`src/rtl/field_deser_pkg.sv`:
```
// rtl/field_deser_pkg.sv - shared state encoding, field widths and field split for the field deserializer
package field_deser_pkg;

  localparam int WA         = 2;
  localparam int WB         = 3;
  localparam int WC         = 4;
  localparam int FRAME_BITS = 9;

  typedef enum logic [1:0] {
    IDLE   = 2'd0,
    DATA   = 2'd1,
    PARITY = 2'd2,
    STOP   = 2'd3
  } state_t;

  // Field order matches the wire order: a first (MSB), c last (LSB).
  typedef struct packed {
    logic [WA-1:0] a;
    logic [WB-1:0] b;
    logic [WC-1:0] c;
  } fields_t;

  function automatic fields_t split_fields(input logic [FRAME_BITS-1:0] bits);
    return fields_t'(bits);
  endfunction

endpackage

```
`src/rtl/field_deserializer_if.sv`:
```
// rtl/field_deserializer_if.sv - serial input strobe and decoded field outputs of the field deserializer
interface field_deserializer_if;
  import field_deser_pkg::*;

  logic          ser_in;
  logic          ser_valid;
  logic [WA-1:0] a;
  logic [WB-1:0] b;
  logic [WC-1:0] c;
  logic          fields_valid;
  logic          frame_err;
  logic          busy;

  modport master (
    output ser_in, ser_valid,
    input  a, b, c, fields_valid, frame_err, busy
  );

  modport slave (
    input  ser_in, ser_valid,
    output a, b, c, fields_valid, frame_err, busy
  );

endinterface

```
`src/rtl/deser_timeout_cnt.sv`:
```
// rtl/deser_timeout_cnt.sv - counts consecutive idle clocks inside a frame; expired flags the abort edge
module deser_timeout_cnt #(
  parameter int TIMEOUT = 15
) (
  input  logic clk,
  input  logic rst,
  input  logic clear,
  input  logic run,
  output logic expired
);

  logic [7:0] cnt;

  // expired is high on the edge that would be the TIMEOUT-th idle clock
  assign expired = run && !clear && (cnt == 8'(TIMEOUT - 1));

  always_ff @(posedge clk or posedge rst) begin
    if (rst) begin
      cnt <= '0;
    end else if (clear) begin
      cnt <= '0;
    end else if (run && !expired) begin
      cnt <= cnt + 8'd1;
    end
  end

endmodule

```
`src/rtl/field_deserializer.sv`:
```
// rtl/field_deserializer.sv - frame decoder to a/b/c fields; optional parity via FIELD_DESER_PARITY_CHECK_EN
module field_deserializer #(
  parameter int TIMEOUT = 15
) (
  input  logic                 clk,
  input  logic                 rst,
  field_deserializer_if.slave  bus
);
  import field_deser_pkg::*;

  state_t                  state;
  state_t                  state_next;
  logic [FRAME_BITS-1:0]   shift_q;
  logic [3:0]              bit_cnt;
  fields_t                 fields_q;
  logic                    fv_q;
  logic                    fe_q;
  logic                    load;
  logic                    reject;
  logic                    frame_bad;
  logic                    expired;

  deser_timeout_cnt #(.TIMEOUT(TIMEOUT)) u_timeout (
    .clk     (clk),
    .rst     (rst),
    .clear   (bus.ser_valid || (state == IDLE)),
    .run     (!bus.ser_valid && (state != IDLE)),
    .expired (expired)
  );

`ifdef FIELD_DESER_PARITY_CHECK_EN
  logic par_err;

  // Even parity over data plus parity bit: any odd count marks the frame bad.
  always_ff @(posedge clk or posedge rst) begin
    if (rst) begin
      par_err <= 1'b0;
    end else if (state == IDLE) begin
      par_err <= 1'b0;
    end else if (state == PARITY && bus.ser_valid) begin
      par_err <= ^{shift_q, bus.ser_in};
    end
  end

  assign frame_bad = par_err;
`else
  assign frame_bad = 1'b0;
`endif

  always_ff @(posedge clk or posedge rst) begin
    if (rst) begin
      state <= IDLE;
    end else begin
      state <= state_next;
    end
  end

  always_comb begin
    state_next = state;
    load       = 1'b0;
    reject     = 1'b0;
    unique case (state)
      IDLE: begin
        if (bus.ser_valid && bus.ser_in) begin
          state_next = DATA;
        end
      end
      DATA: begin
        if (bus.ser_valid && (bit_cnt == 4'(FRAME_BITS - 1))) begin
`ifdef FIELD_DESER_PARITY_CHECK_EN
          state_next = PARITY;
`else
          state_next = STOP;
`endif
        end
      end
`ifdef FIELD_DESER_PARITY_CHECK_EN
      PARITY: begin
        if (bus.ser_valid) begin
          state_next = STOP;
        end
      end
`endif
      STOP: begin
        // The stop edge always returns to IDLE; a 1 here is never a new start bit.
        if (bus.ser_valid) begin
          state_next = IDLE;
          if (!bus.ser_in && !frame_bad) begin
            load = 1'b1;
          end else begin
            reject = 1'b1;
          end
        end
      end
      default: begin
        state_next = IDLE;
      end
    endcase
    if (expired) begin
      state_next = IDLE;
      load       = 1'b0;
      reject     = 1'b1;
    end
  end

  always_ff @(posedge clk or posedge rst) begin
    if (rst) begin
      shift_q  <= '0;
      bit_cnt  <= '0;
      fields_q <= '0;
      fv_q     <= 1'b0;
      fe_q     <= 1'b0;
    end else begin
      fv_q <= load;
      fe_q <= reject;
      if (load) begin
        fields_q <= split_fields(shift_q);
      end
      if (state == IDLE) begin
        bit_cnt <= '0;
      end else if (state == DATA && bus.ser_valid) begin
        shift_q <= {shift_q[FRAME_BITS-2:0], bus.ser_in};
        bit_cnt <= bit_cnt + 4'd1;
      end
    end
  end

  assign bus.a            = fields_q.a;
  assign bus.b            = fields_q.b;
  assign bus.c            = fields_q.c;
  assign bus.fields_valid = fv_q;
  assign bus.frame_err    = fe_q;
  assign bus.busy         = (state != IDLE);

endmodule

```
`src/flat_wrapper.sv`:
```
// flat-port wrapper written by rule: the top's interface ports become plain ports
module field_deserializer_flat import field_deser_pkg::*;
#(
  parameter int TIMEOUT = 15
)
  (clk, rst, bus_ser_in, bus_ser_valid, bus_a, bus_b, bus_c, bus_fields_valid, bus_frame_err, bus_busy);
  field_deserializer_if bus_i ();
  input  logic clk;
  input  logic rst;
  input wire logic [$bits(bus_i.ser_in)-1:0] bus_ser_in;
  input wire logic [$bits(bus_i.ser_valid)-1:0] bus_ser_valid;
  output wire logic [$bits(bus_i.a)-1:0] bus_a;
  output wire logic [$bits(bus_i.b)-1:0] bus_b;
  output wire logic [$bits(bus_i.c)-1:0] bus_c;
  output wire logic [$bits(bus_i.fields_valid)-1:0] bus_fields_valid;
  output wire logic [$bits(bus_i.frame_err)-1:0] bus_frame_err;
  output wire logic [$bits(bus_i.busy)-1:0] bus_busy;
  assign bus_i.ser_in = bus_ser_in;
  assign bus_i.ser_valid = bus_ser_valid;
  assign bus_a = bus_i.a;
  assign bus_b = bus_i.b;
  assign bus_c = bus_i.c;
  assign bus_fields_valid = bus_i.fields_valid;
  assign bus_frame_err = bus_i.frame_err;
  assign bus_busy = bus_i.busy;
  field_deserializer #(.TIMEOUT(TIMEOUT)) u_core (.clk(clk), .rst(rst), .bus(bus_i));
endmodule
```
`config.mk`:
```
export PLATFORM = sky130hd
export DESIGN_NAME = field_deserializer_flat
export DESIGN_NICKNAME = d
export VERILOG_FILES = /design/src/rtl/field_deser_pkg.sv /design/src/rtl/field_deserializer_if.sv /design/src/rtl/deser_timeout_cnt.sv /design/src/rtl/field_deserializer.sv /design/src/flat_wrapper.sv
export SDC_FILE = /design/constraint.sdc
export NUM_CORES = 1
export LEC_CHECK = 0
export BUFFER_PORTS_ARGS = -buffer_cell sky130_fd_sc_hd__buf_4
export CORE_ASPECT_RATIO = 1.75
export CORE_MARGIN = 3
export CORE_UTILIZATION = 55
export CTS_BUF_LIST = sky130_fd_sc_hd__clkbuf_8
export CTS_CLUSTER_SIZE = 14
export DETAILED_ROUTE_END_ITERATION = 8
export GPL_ROUTABILITY_DRIVEN = 1
export PLACE_DENSITY = 0.75
export SYNTH_ARGS = -nofsm -noshare
export SYNTH_HDL_FRONTEND = slang
export SYNTH_SLANG_ARGS = --single-unit
```
`constraint.sdc`:
```
create_clock -name clk -period 1.7 [get_ports clk]
set_input_delay 0.17 -clock clk [delete_from_list [all_inputs] [get_ports clk]]
set_output_delay 0.17 -clock clk [all_outputs]
set_load 0.02 [all_outputs]
```
* After elaboration in Yosys (flattened, before gate mapping)
Index checks and enable logic that the tools add are counted.
Word-level totals: bits of input ports 4, bits in registers 34, output and inout port bits 12
Cells by class: equal/unequal tests 7, $add $sub $neg 2, reduce and logical (&&, ||, !) cells 17, muxes and demuxes 17, bitwise gates (word level) 1
Operators with widths (number):
- $mux 8 | 2
- $add 8x1->8 const B | 1
- $eq 8x4->1 const B | 1
- $mux 1 | 8
- $mux 2 | 4
- $mux 4 | 2
- $logic_and 1x1->1 | 7
- $ne 3x3->1 const B | 2
- $pmux 2 s3 | 1
- $reduce_bool 2->1 | 3
- $add 4x1->4 const B | 1
- $eq 4x4->1 const B | 1
- $logic_not 1->1 | 3
- $ne 3x2->1 const B | 1
- $reduce_and 3->1 | 1
- $eq 2x1->1 const B | 1
- $eq 2x2->1 const B | 1
- $logic_not 2->1 | 1
- $reduce_and 2->1 | 1
- $logic_or 1x1->1 | 1
- $not 1->1 | 1

* Depth between registers and ports, before layout
Gate-level depths: netlist (run 1).
depth in word-level cells 9, gate-level depth with buffers 5, depth with buffers taken out 5

* Cells and area by module
Synthesis (run 1) repeated with hierarchy kept, for this count alone.
Second synthesis, totals: cell total of the unflattened synthesis 130, area total of the unflattened synthesis 1557.7 um^2
By module, submodules not included:
- field_deserializer | cells each 80, seq. area each 650.6 um^2, times used 1, area each 1088.5 um^2
- deser_timeout_cnt | cells each 50, seq. area each 200.2 um^2, times used 1, area each 469.2 um^2

* Least setup slack after synthesis (run 1)
Ideal clock, no wire load.
path kind register to register, from register u_core.u_timeout.cnt[0], to register u_core.state[0], required time 1567 ps, path buffers 0, setup time 133 ps, arrival 1356 ps, setup slack 210 ps, period minus slack after synthesis 1490 ps, cell stages (with the launch flop) 6, cells stage by stage dfrtp_1 > inv_1 > ha_1 > or4b_4 > nor2_1 > o211ai_1
Between the ends: cells in the longest elaborated chain, start to end 4, elaborated cells between the ends (all ways) 7, those cells by class eq/ne: 4; mux: 1; reduce/logical: 2
RTL lines:
- from (decl) | RTL line deser_timeout_cnt.sv:12 | logic [7:0] cnt;
- from (signal assigned) | RTL line deser_timeout_cnt.sv:23 | cnt <= cnt + 8'd1;
- $eq 8x4->1 * | RTL line deser_timeout_cnt.sv:15 | assign expired = run && !clear && (cnt == 8'(TIMEOUT - 1));
- $logic_and 1x1->1 * | RTL line deser_timeout_cnt.sv:15
- $ne 3x3->1 (no line) or $ne 3x2->1 (tied branches)
- $reduce_and 3->1 (no line)
- to (signal assigned) | RTL line field_deserializer.sv:54 | state <= state_next;
- to (decl) | RTL line field_deserializer.sv:11 | state_t state;
Every way passes the cells marked *; elsewhere a longest branch is shown, timed or not. A chain may end at the register's enable or synchronous reset.

* Final worst setup path (run 1)
from register u_core.u_timeout.cnt[1], to register u_core.state[0]
Same word-level chain as after synthesis.

==> results of run 1 <==
## Yosys cell counts
cell type  instances
dfrtp_1           34
mux2_2            18
a21oi_1            8
inv_1              8
o21ai_0            5
ha_1               4
nand2_1            4
nand3_1            4
nor2_1             4
buf_2              3
nor3_1             3
or3_1              3
nand2b_1           2
nand3b_1           2
nand4_1            2
nand4b_1           2
o21a_1             2
o31ai_1            2
xor2_1             2
a211o_1            1
a31oi_1            1
and3b_2            1
buf_6              1
nand2b_2           1
nand3b_4           1
nand4_2            1
nand4b_2           1
nor4b_2            1
o211ai_1           1
o21ba_2            1
or3_2              1
or4_1              1
or4b_4             1
## critical path, cell delays in order, from the launching register on
cell and delay [ns]:
dfrtp_1 0.44, ha_1 0.21, or4b_4 0.49, nor2_2 0.19, o211ai_1 0.12
## cell type report
type                    count  area [um2]
fillers                   195         781
well taps                  26        32.5
clock buffers               6        82.6
flip-flops and latches     34         851
clock inverters             2        8.76
repair buffers             19         145
inverters                   8        30.0
multi-input cells          80         652
## worst max-delay path by stage
stage | from | slack (ns) | end | cells after the start
3_5_place_dp | u_core.u_timeout.cnt[1] | 0.11 | u_core.state[0] | 4
3_3_place_gp | u_core.u_timeout.cnt[1] | 0.20 | u_core.state[0] | 4
6_report | u_core.u_timeout.cnt[1] | 0.12 | u_core.state[0] | 4
2_1_floorplan | u_core.u_timeout.cnt[0] | 0.21 | u_core.state[0] | 5
4_1_cts | u_core.u_timeout.cnt[0] | 0.09 | u_core.state[0] | 5
5_1_grt | u_core.state[0] | 0.01 | bus_busy | 4
## layer usage
| metal | wire length [um] | global-route usage, % |
|---|---|---|
| met4 | 76 | 10.8 |
| met2 | 1560 | 32.0 |
| met3 | 85 | 5.20 |
| met1 | 1060 | 19.8 |
| met5 | 0 | 0 |
## metrics by stage
| stage | utilization (%) | power (mW) | std cells | area [um2] | hold slack, ns |
|---|---|---|---|---|---|
| after floorplan | - | 1.22 | 126 | 1560 | 0.312 |
| after global placement | 65.7 | 1.28 | 166 | 1700 | 0.281 |
| after detailed placement | 65.7 | 1.31 | 166 | 1700 | 0.291 |
| after CTS | 69.7 | 1.91 | 175 | 1800 | 0.135 |
| after global routing | 69.8 | 1.99 | 175 | 1800 | 0.140 |
| final | 69.8 | 1.89 | 175 | 1800 | 0.142 |
## repair_timing
item | in CTS | in global routing
endpoints found under the setup margin | 0 | 1
hold endpoints to repair | 34 | 0
hold buffers | 1 | 0
resized for setup | 0 | 1
## power by group
group / switching (mW) / total, mW / internal (mW)
logic: 0.118 / 0.262 / 0.143
clock network: 0.276 / 0.596 / 0.320
registers: 0.0955 / 1.03 / 0.933
## flip-flops by register name, summed over array words and instances (netlist names)
signal / flops
u_core.bus.fields_valid: 1
u_core.bus.frame_err: 1
u_core.state: 2
u_core.bus.c: 4
u_core.shift_q: 9
u_core.bus.b: 3
u_core.u_timeout.cnt: 8
u_core.bit_cnt: 4
u_core.bus.a: 2
## cell families after synthesis
| group | after synthesis | share of synthesized area [%] |
|---|---|---|
| flip-flops | 34 | 54.7 |
| AND/OR/NAND/NOR | 35 | 16.2 |
| AO/OA/AOI/OAI | 21 | 8.20 |
| buffers and inverters | 12 | 3.62 |
| adder cells (fa/ha/maj) | 4 | 3.22 |
| multiplexers | 18 | 13.0 |
| XOR/XNOR | 2 | 1.13 |
==> flow_summary.yaml, run 1 <==
floorplan:
  rows: 24
  io_pins: 16
  core-area_um2: 2580
  dieWidth_um: 46.2
  die_h_um: 76.4
  die_area_um2: 3530
  initial_utilization_pct: 60.3
setup_path:
  worst_setup_path_end_kind: "register"
  critPathKind: "register to register"
  worstReg2RegEnd: "u_core.state[0]"
  crit_arrival_ns: 1.75
  crit_path_start_kind: "register"
  timing.reg2reg.setup_slack_ns: 0.12
  cp_max_fo: 5
  r2r_cells: 4
  rr_startpoint: "u_core.u_timeout.cnt[1]"
  cp.required_ns: 1.86
finish:
  drive_above_1_share_pct: 35.6
  mostFrequentLayoutCell: "dfrtp_1"
  area_delta_synth_final_pct: 15.8
  nets: 156
  antenna_cells: 0
  final_cell_mix: "dfrtp_1 (34), mux2_2 (18), buf_4 (18), inv_1 (9), a21oi_1 (8)"
timing:
  setup_ws_ns: 0.117
  slew_viol_final: 0
  worst_slew_margin_rel_pct: 64.6
  hold_viol: 0
  post-route-period-util_pct: 93.1
  fin_setup_tns_ns: 0
  rsz0062_at_grt: "no"
  fin_crit_ns: 1.58
  setup_viol_count_final: 0
  worst_pin_slew_ns: 0.530
  skew_ns: 0.00859
  max_freq_mhz: 632
clock_tree:
  clkTransAtPathRegs_ns: 0.07
  cts_tree: "yes"
  cts-root-buf: "clkbuf_8"
  post-cts-setup-buffer-count: 0
  clock-sinks: 34
  insertion_delay_ns: 0.29
  numCtsBuffers: 5
  cts_buffer_depth: 2
  htreeDepth: 2
placement:
  io_buffer_count: 15
  dp_hpwl_um: 2040
  routabilityCongestion: 0.843
  preCtsSetupSlack_ns: 0.114
synthesis:
  netlist_area_um2: 1560
  syn_area_per_cell_um2: 12.4
  yosysWarnings: 0
  synth_area_leader_cell: "dfrtp_1"
  ys_seq_area_share_pct: 54.7
  synth_top_area_share_pct: 54.7
  synth-seq-cells: 34
  synth_cell_type_count: 33
  synth_cells: 126
  netlist_top_cells_area: "dfrtp_1 (55%), mux2_2 (13%), ha_1 (3.2%)"
  syn_nets: 134
grt:
  grt_antenna_before_repair: 0
  grt_max_degree: 35
  grt_pass1_wl_um: 4920
  grt_pass1_vias: 1142
  grtUsageTotal_pct: 19.1
  overflow: 0
power_and_ir_drop:
  max-vdd-ir-drop_mv: 0.790
  p_leak_nw: 0.887
  powerDensity_nw_per_um2: 1050
routing:
  drc: 0
  dr.pass1.iters: 4
  routed_via_density: 5.87
  drt-initial-drc-count: 32
  ant_nets: 0
  wl_per_cell_um: 15.9
  vias: 1027
  wl_um: 2780
outcome:
  status: "complete, no violations"
worst_hold_path:
  min_from: "bus_ser_in"
  min_to: "u_core.shift_q[0]"
  hold_path.class: "input port to register"
  holdPathStages: 2
job:
  drv_cap: 0
No activity file was read; power rests on OpenSTA's default activity.
==> run 2: changes to the inputs <==
--- a/config.mk
+++ b/config.mk
@@ -7,13 +7,13 @@
 export LEC_CHECK = 0
 export BUFFER_PORTS_ARGS = -buffer_cell sky130_fd_sc_hd__buf_4
 export CORE_ASPECT_RATIO = 1.75
-export CORE_MARGIN = 3
-export CORE_UTILIZATION = 55
+export CORE_MARGIN = 2
+export CORE_UTILIZATION = 54
 export CTS_BUF_LIST = sky130_fd_sc_hd__clkbuf_8
 export CTS_CLUSTER_SIZE = 14
 export DETAILED_ROUTE_END_ITERATION = 8
 export GPL_ROUTABILITY_DRIVEN = 1
-export PLACE_DENSITY = 0.75
+export PLACE_DENSITY = 0.77
 export SYNTH_ARGS = -nofsm -noshare
 export SYNTH_HDL_FRONTEND = slang
 export SYNTH_SLANG_ARGS = --single-unit
==> constraint.sdc (replaced) <==
create_clock -name clk -period 1.3 [get_ports clk]
set_input_delay 0.13 -clock clk [delete_from_list [all_inputs] [get_ports clk]]
set_output_delay 0.13 -clock clk [all_outputs]
set_load 0.02 [all_outputs]
==> flow_summary.yaml, run 2 (synthesis results as in run 1) <==
finish:
  antenna_cells: 0
  drive_above_1_share_pct: 48.8
  area_delta_synth_final_pct: 29.7
  reg_top3: "u_core.shift_q x9, u_core.u_timeout.cnt x8"
  fillers: 179
  largest_register_ff_count: 9
  final_core_util_pct: 74.2
  largest_register: "u_core.shift_q"
  mostFrequentLayoutCell: "dfrtp_1"
  final_cell_mix: "dfrtp_1 (33), buf_4 (28), mux2_2 (18), inv_1 (7)"
  nets: 170
floorplan:
  die_area_um2: 3340
  die_h_um: 75.0
  io_pins: 16
  rows: 25
  dieWidth_um: 44.6
  initial_utilization_pct: 57.2
  core-area_um2: 2720
routing:
  drt-initial-drc-count: 21
  vias: 1120
  wl_um: 3300
  ant_nets: 0
  routed_via_density: 5.93
  wl_per_cell_um: 17.4
  dr.pass1.iters: 4
  drc: 0
timing:
  post-route-period-util_pct: 111
  hold_viol: 0
  fin_setup_tns_ns: -0.918
  worst_pin_slew_ns: 0.428
  slew_viol_final: 0
  worst_slew_margin_rel_pct: 71.5
  skew_ns: 0.00859
  fin_crit_ns: 1.44
  rsz0062_at_grt: "yes"
  setup_viol_count_final: 15
  max_freq_mhz: 696
  finalHoldWorstSlack_ns: 0.113
  setup_ws_ns: -0.137
setup_path:
  crit_arrival_ns: 1.59
  cp_slowest_cell: "or4b_4"
  crit_path_start_kind: "register"
  cp.required_ns: 1.46
  slowest_delay_ns: 0.50
  crit_path_cell_trace: "inv_2, ha_4, or4b_4, nor3_2, nor3_1"
  worst_setup_path_end_kind: "register"
  crit_start: "u_core.u_timeout.cnt[0]"
  critPathKind: "register to register"
  rr_startpoint: "u_core.u_timeout.cnt[0]"
  cp_max_fo: 3
  critical-path-top-delay-family: "simple AND/OR/NAND/NOR gates"
  critical_path_buf_inv_count: 1
placement:
  routabilityCongestion: 0.868
  dp_hpwl_um: 2300
  preCtsSetupSlack_ns: -0.231
  io_buffer_count: 15
clock_tree:
  clock-sinks: 34
  htreeDepth: 2
  clkTransAtPathRegs_ns: 0.07
  cts_tree: "yes"
  insertion_delay_ns: 0.28
  numCtsBuffers: 5
  cts-root-buf: "clkbuf_8"
  cts_buffer_depth: 2
power_and_ir_drop:
  p_leak_nw: 0.958
  powerDensity_nw_per_um2: 1240
  finalPower_mw: 2.49
  max-vdd-ir-drop_mv: 1.22
outcome:
  failed_checks: "negative setup slack"
  status: "complete, but fails checks"
grt:
  grtUsageTotal_pct: 21.5
  grt_pass1_vias: 1154
  grt_pass1_wl_um: 5100
  grt_antenna_before_repair: 0
  grt_max_degree: 35
  overflow: 0
worst_hold_path:
  min_from: "bus_ser_in"
  hold_path.class: "input port to register"
job:
  drv_cap: 0
==> run 2: cell types whose count changed in the layout (fill, tap and decap cells not counted), sizes merged <==
cell and delta:
clkinvlp +1, clkinv -1, clkbuf -1, buf +14
==> run 2: final timing paths <==
path	end	slack, ns	depth (start not counted)
setup / recovery	u_core.u_timeout.cnt[0]	-0.14	5
hold / removal	u_core.bus.frame_err	0.11	3
setup reg to reg	u_core.u_timeout.cnt[0]	-0.14	5
hold reg to reg	u_core.bus.b[1]	0.51	1
max in group asynchronous	u_core.state[0]	0.47	4
min in group asynchronous	u_core.u_timeout.cnt[6]	0.49	4
==> run 2: tightest hold or removal path, delay by kind of cell <==
family	cells	cell delay (ns)
and+or+nand+nor	2	0.14
buffers and inverters	1	0.10
==> run 2: area by class of cell <==
type | instances | area, um2 | area share (%)
Clock buffer | 5 | 68.8 | 3.41
Clock inverter | 2 | 11.3 | 0.558
Multi-Input combinational cell | 80 | 748 | 37.1
Inverter | 8 | 30.0 | 1.49
Timing Repair Buffer | 33 | 274 | 13.6
Tap cell | 27 | 33.8 | 1.67
Sequential cell | 34 | 852 | 42.2
==> run 2: through the flow <==
| stage | instances | area (um2) |
|---|---|---|
| detailed placement | 179 | 1810 |
| finish | 189 | 2020 |
| floorplan | 126 | 1560 |
| CTS | 189 | 1960 |
| global route | 189 | 2020 |
| global placement | 179 | 1810 |
==> run 2: per-layer routing <==
layer / global-route usage [%] / wire length (um)
met5: 0 / 0
met4: 9.76 / 63
met3: 5.28 / 81
met2: 40.3 / 1960
met1: 21.3 / 1190
==> run 2: repair_timing <==
action | 4_1_cts | 5_1_grt
endpoints found under the setup margin | 21 | 22
pin swaps | 12 | 6
gates resized for setup | 10 | 13
hold buffers | 1 | 0
endpoints found under the hold margin | 34 | 0
buffers inserted | 3 | 0
==> run 2: where the power goes <==
group / total, mW / internal (mW) / switching [mW] / leakage [nW]
logic: 0.423 / 0.233 / 0.189 / 0.467
registers: 1.36 / 1.22 / 0.137 / 0.449
clock network: 0.714 / 0.359 / 0.355 / 0.0414
==> run 3: changes to the inputs <==
--- a/config.mk
+++ b/config.mk
@@ -14,6 +14,7 @@
 export DETAILED_ROUTE_END_ITERATION = 8
 export GPL_ROUTABILITY_DRIVEN = 1
 export PLACE_DENSITY = 0.77
+export SETUP_SLACK_MARGIN = 0.3
 export SYNTH_ARGS = -nofsm -noshare
 export SYNTH_HDL_FRONTEND = slang
 export SYNTH_SLANG_ARGS = --single-unit
==> flow_summary.yaml, run 3 (synthesis results as in run 1) <==
finish:
  fin_cells: 202
  final_cell_mix: "dfrtp_1 (33), buf_4 (31), buf_6 (10), mux2_2 (9), mux2_4 (9)"
  final_core_util_pct: 81.5
  drive_above_1_share_pct: 54.3
  largest_register_ff_count: 9
  reg_top3: "u_core.shift_q x9, u_core.u_timeout.cnt x8"
  nets: 182
  mostFrequentLayoutCell: "dfrtp_1"
  area_delta_synth_final_pct: 42.5
  largest_register: "u_core.shift_q"
  antenna_cells: 0
  fillers: 142
  finalInstanceArea_um2: 2220
timing:
  rsz0062_at_grt: "yes"
  worst_slew_margin_rel_pct: 72.0
  post-route-period-util_pct: 114
  skew_ns: 0.00867
  setup_viol_count_final: 21
  setup_ws_ns: -0.182
  worst_pin_slew_ns: 0.420
  max_freq_mhz: 675
  fin_setup_tns_ns: -1.79
  hold_viol: 0
  fin_crit_ns: 1.48
  slew_viol_final: 0
  finalHoldWorstSlack_ns: 0.145
routing:
  drc: 0
  wl_um: 4050
  routed_via_density: 6.03
  drt-initial-drc-count: 42
  dr.pass1.iters: 4
  vias: 1218
  wl_per_cell_um: 20.1
  ant_nets: 0
setup_path:
  rr_startpoint: "u_core.u_timeout.cnt[0]"
  critical_path_buf_inv_count: 1
  critPathKind: "register to register"
  cp.required_ns: 1.46
  slowest_delay_ns: 0.49
  crit_start: "u_core.u_timeout.cnt[0]"
  r2r_cells: 5
  worst_setup_path_end_kind: "register"
  cp_slowest_cell: "or4b_4"
  crit_path_start_kind: "register"
  critical-path-top-delay-family: "simple AND/OR/NAND/NOR gates"
  crit_path_cell_trace: "inv_2, ha_4, or4b_4, nor2_4, o211ai_1"
  worstReg2RegEnd: "u_core.state[0]"
  crit_arrival_ns: 1.64
  cp_max_fo: 3
  timing.reg2reg.setup_slack_ns: -0.18
  cp.depth: 5
clock_tree:
  cts-root-buf: "clkbuf_8"
  insertion_delay_ns: 0.29
  cts_tree: "yes"
  clock-sinks: 34
  htreeDepth: 2
  cts_buffer_depth: 2
  numCtsBuffers: 5
  clkTransAtPathRegs_ns: 0.07
placement:
  routabilityCongestion: 0.817
  dpl.cell_count: 178
  preCtsSetupSlack_ns: -0.223
  io_buffer_count: 15
  dp_hpwl_um: 2220
  placed_area_um2: 1860
grt:
  overflow: 0
  grt_util_met1_pct: 29.3
  grt_max_degree: 35
  top_usage_layer: "met2"
  grt_pass1_wl_um: 6360
  grt_antenna_before_repair: 0
  grtUsageTotal_pct: 27.7
  grt_pass1_vias: 1329
  met2_usage_pct: 48.5
  grtUsageMet3_pct: 5.52
floorplan:
  dieWidth_um: 44.6
  die_area_um2: 3340
  die_h_um: 75.0
  rows: 25
  initial_utilization_pct: 57.2
  io_pins: 16
  core-area_um2: 2720
outcome:
  failed_checks: "negative setup slack"
  status: "complete, but fails checks"
power_and_ir_drop:
  powerDensity_nw_per_um2: 1290
  max-vdd-ir-drop_mv: 1.23
  p_leak_nw: 1.09
  finalPower_mw: 2.87
job:
  drv_cap: 0
worst_hold_path:
  holdPathStages: 3
  hold_path.class: "input port to register"
  min_to: "u_core.bus.frame_err"
  min_from: "bus_ser_in"
## run 3: worst max-delay path by stage
| stage | end | slack [ns] |
|---|---|---|
| after floorplan | u_core.u_timeout.cnt[0] | -0.16 |
| after global placement | u_core.u_timeout.cnt[0] | -0.13 |
| after detailed placement | u_core.u_timeout.cnt[0] | -0.22 |
| after CTS | u_core.bus.frame_err | -0.20 |
| after global routing | u_core.u_timeout.cnt[6] | -0.23 |
| final | u_core.state[0] | -0.18 |
## run 3: where the power goes
part	total [mW]	switching, mW	internal [mW]
clock network	0.953	0.389	0.564
logic	0.540	0.236	0.305
registers	1.38	0.156	1.22
## run 3: area by class of cell
type	instances	area, um2	share of cell area [%]
Tap cell	27	33.8	1.52
Multi-Input combinational cell	81	791	35.6
Inverter	8	30.0	1.35
Timing Repair Buffer	44	403	18.2
Clock buffer	5	68.8	3.10
Sequential cell	34	852	38.4
Clock inverter	3	40.0	1.80
## run 3: timing repair
action | CTS | global route
gates resized for setup | 15 | 11
cloned | 1 | 1
setup buffers | 12 | 1
hold buffers | 1 | 0
hold endpoints to repair | 34 | 0
pin swaps | 9 | 4
endpoints found under the setup margin | 34 | 35
## run 3: layer usage
| layer | wire length (um) | part of all wire, % |
|---|---|---|
| met1 | 1520 | 37 |
| met5 | 0 | 0 |
| met2 | 2240 | 55 |
| met4 | 157 | 3.9 |
| met3 | 135 | 3.3 |
## run 3: worst register-to-register path, delay by kind of cell, from the launching register on
family | cells | cell delay, ns
buf+inv | 1 | 0.08
flops | 1 | 0.40
fa+ha+maj | 1 | 0.13
simple gates | 2 | 0.63
compound gates | 1 | 0.11
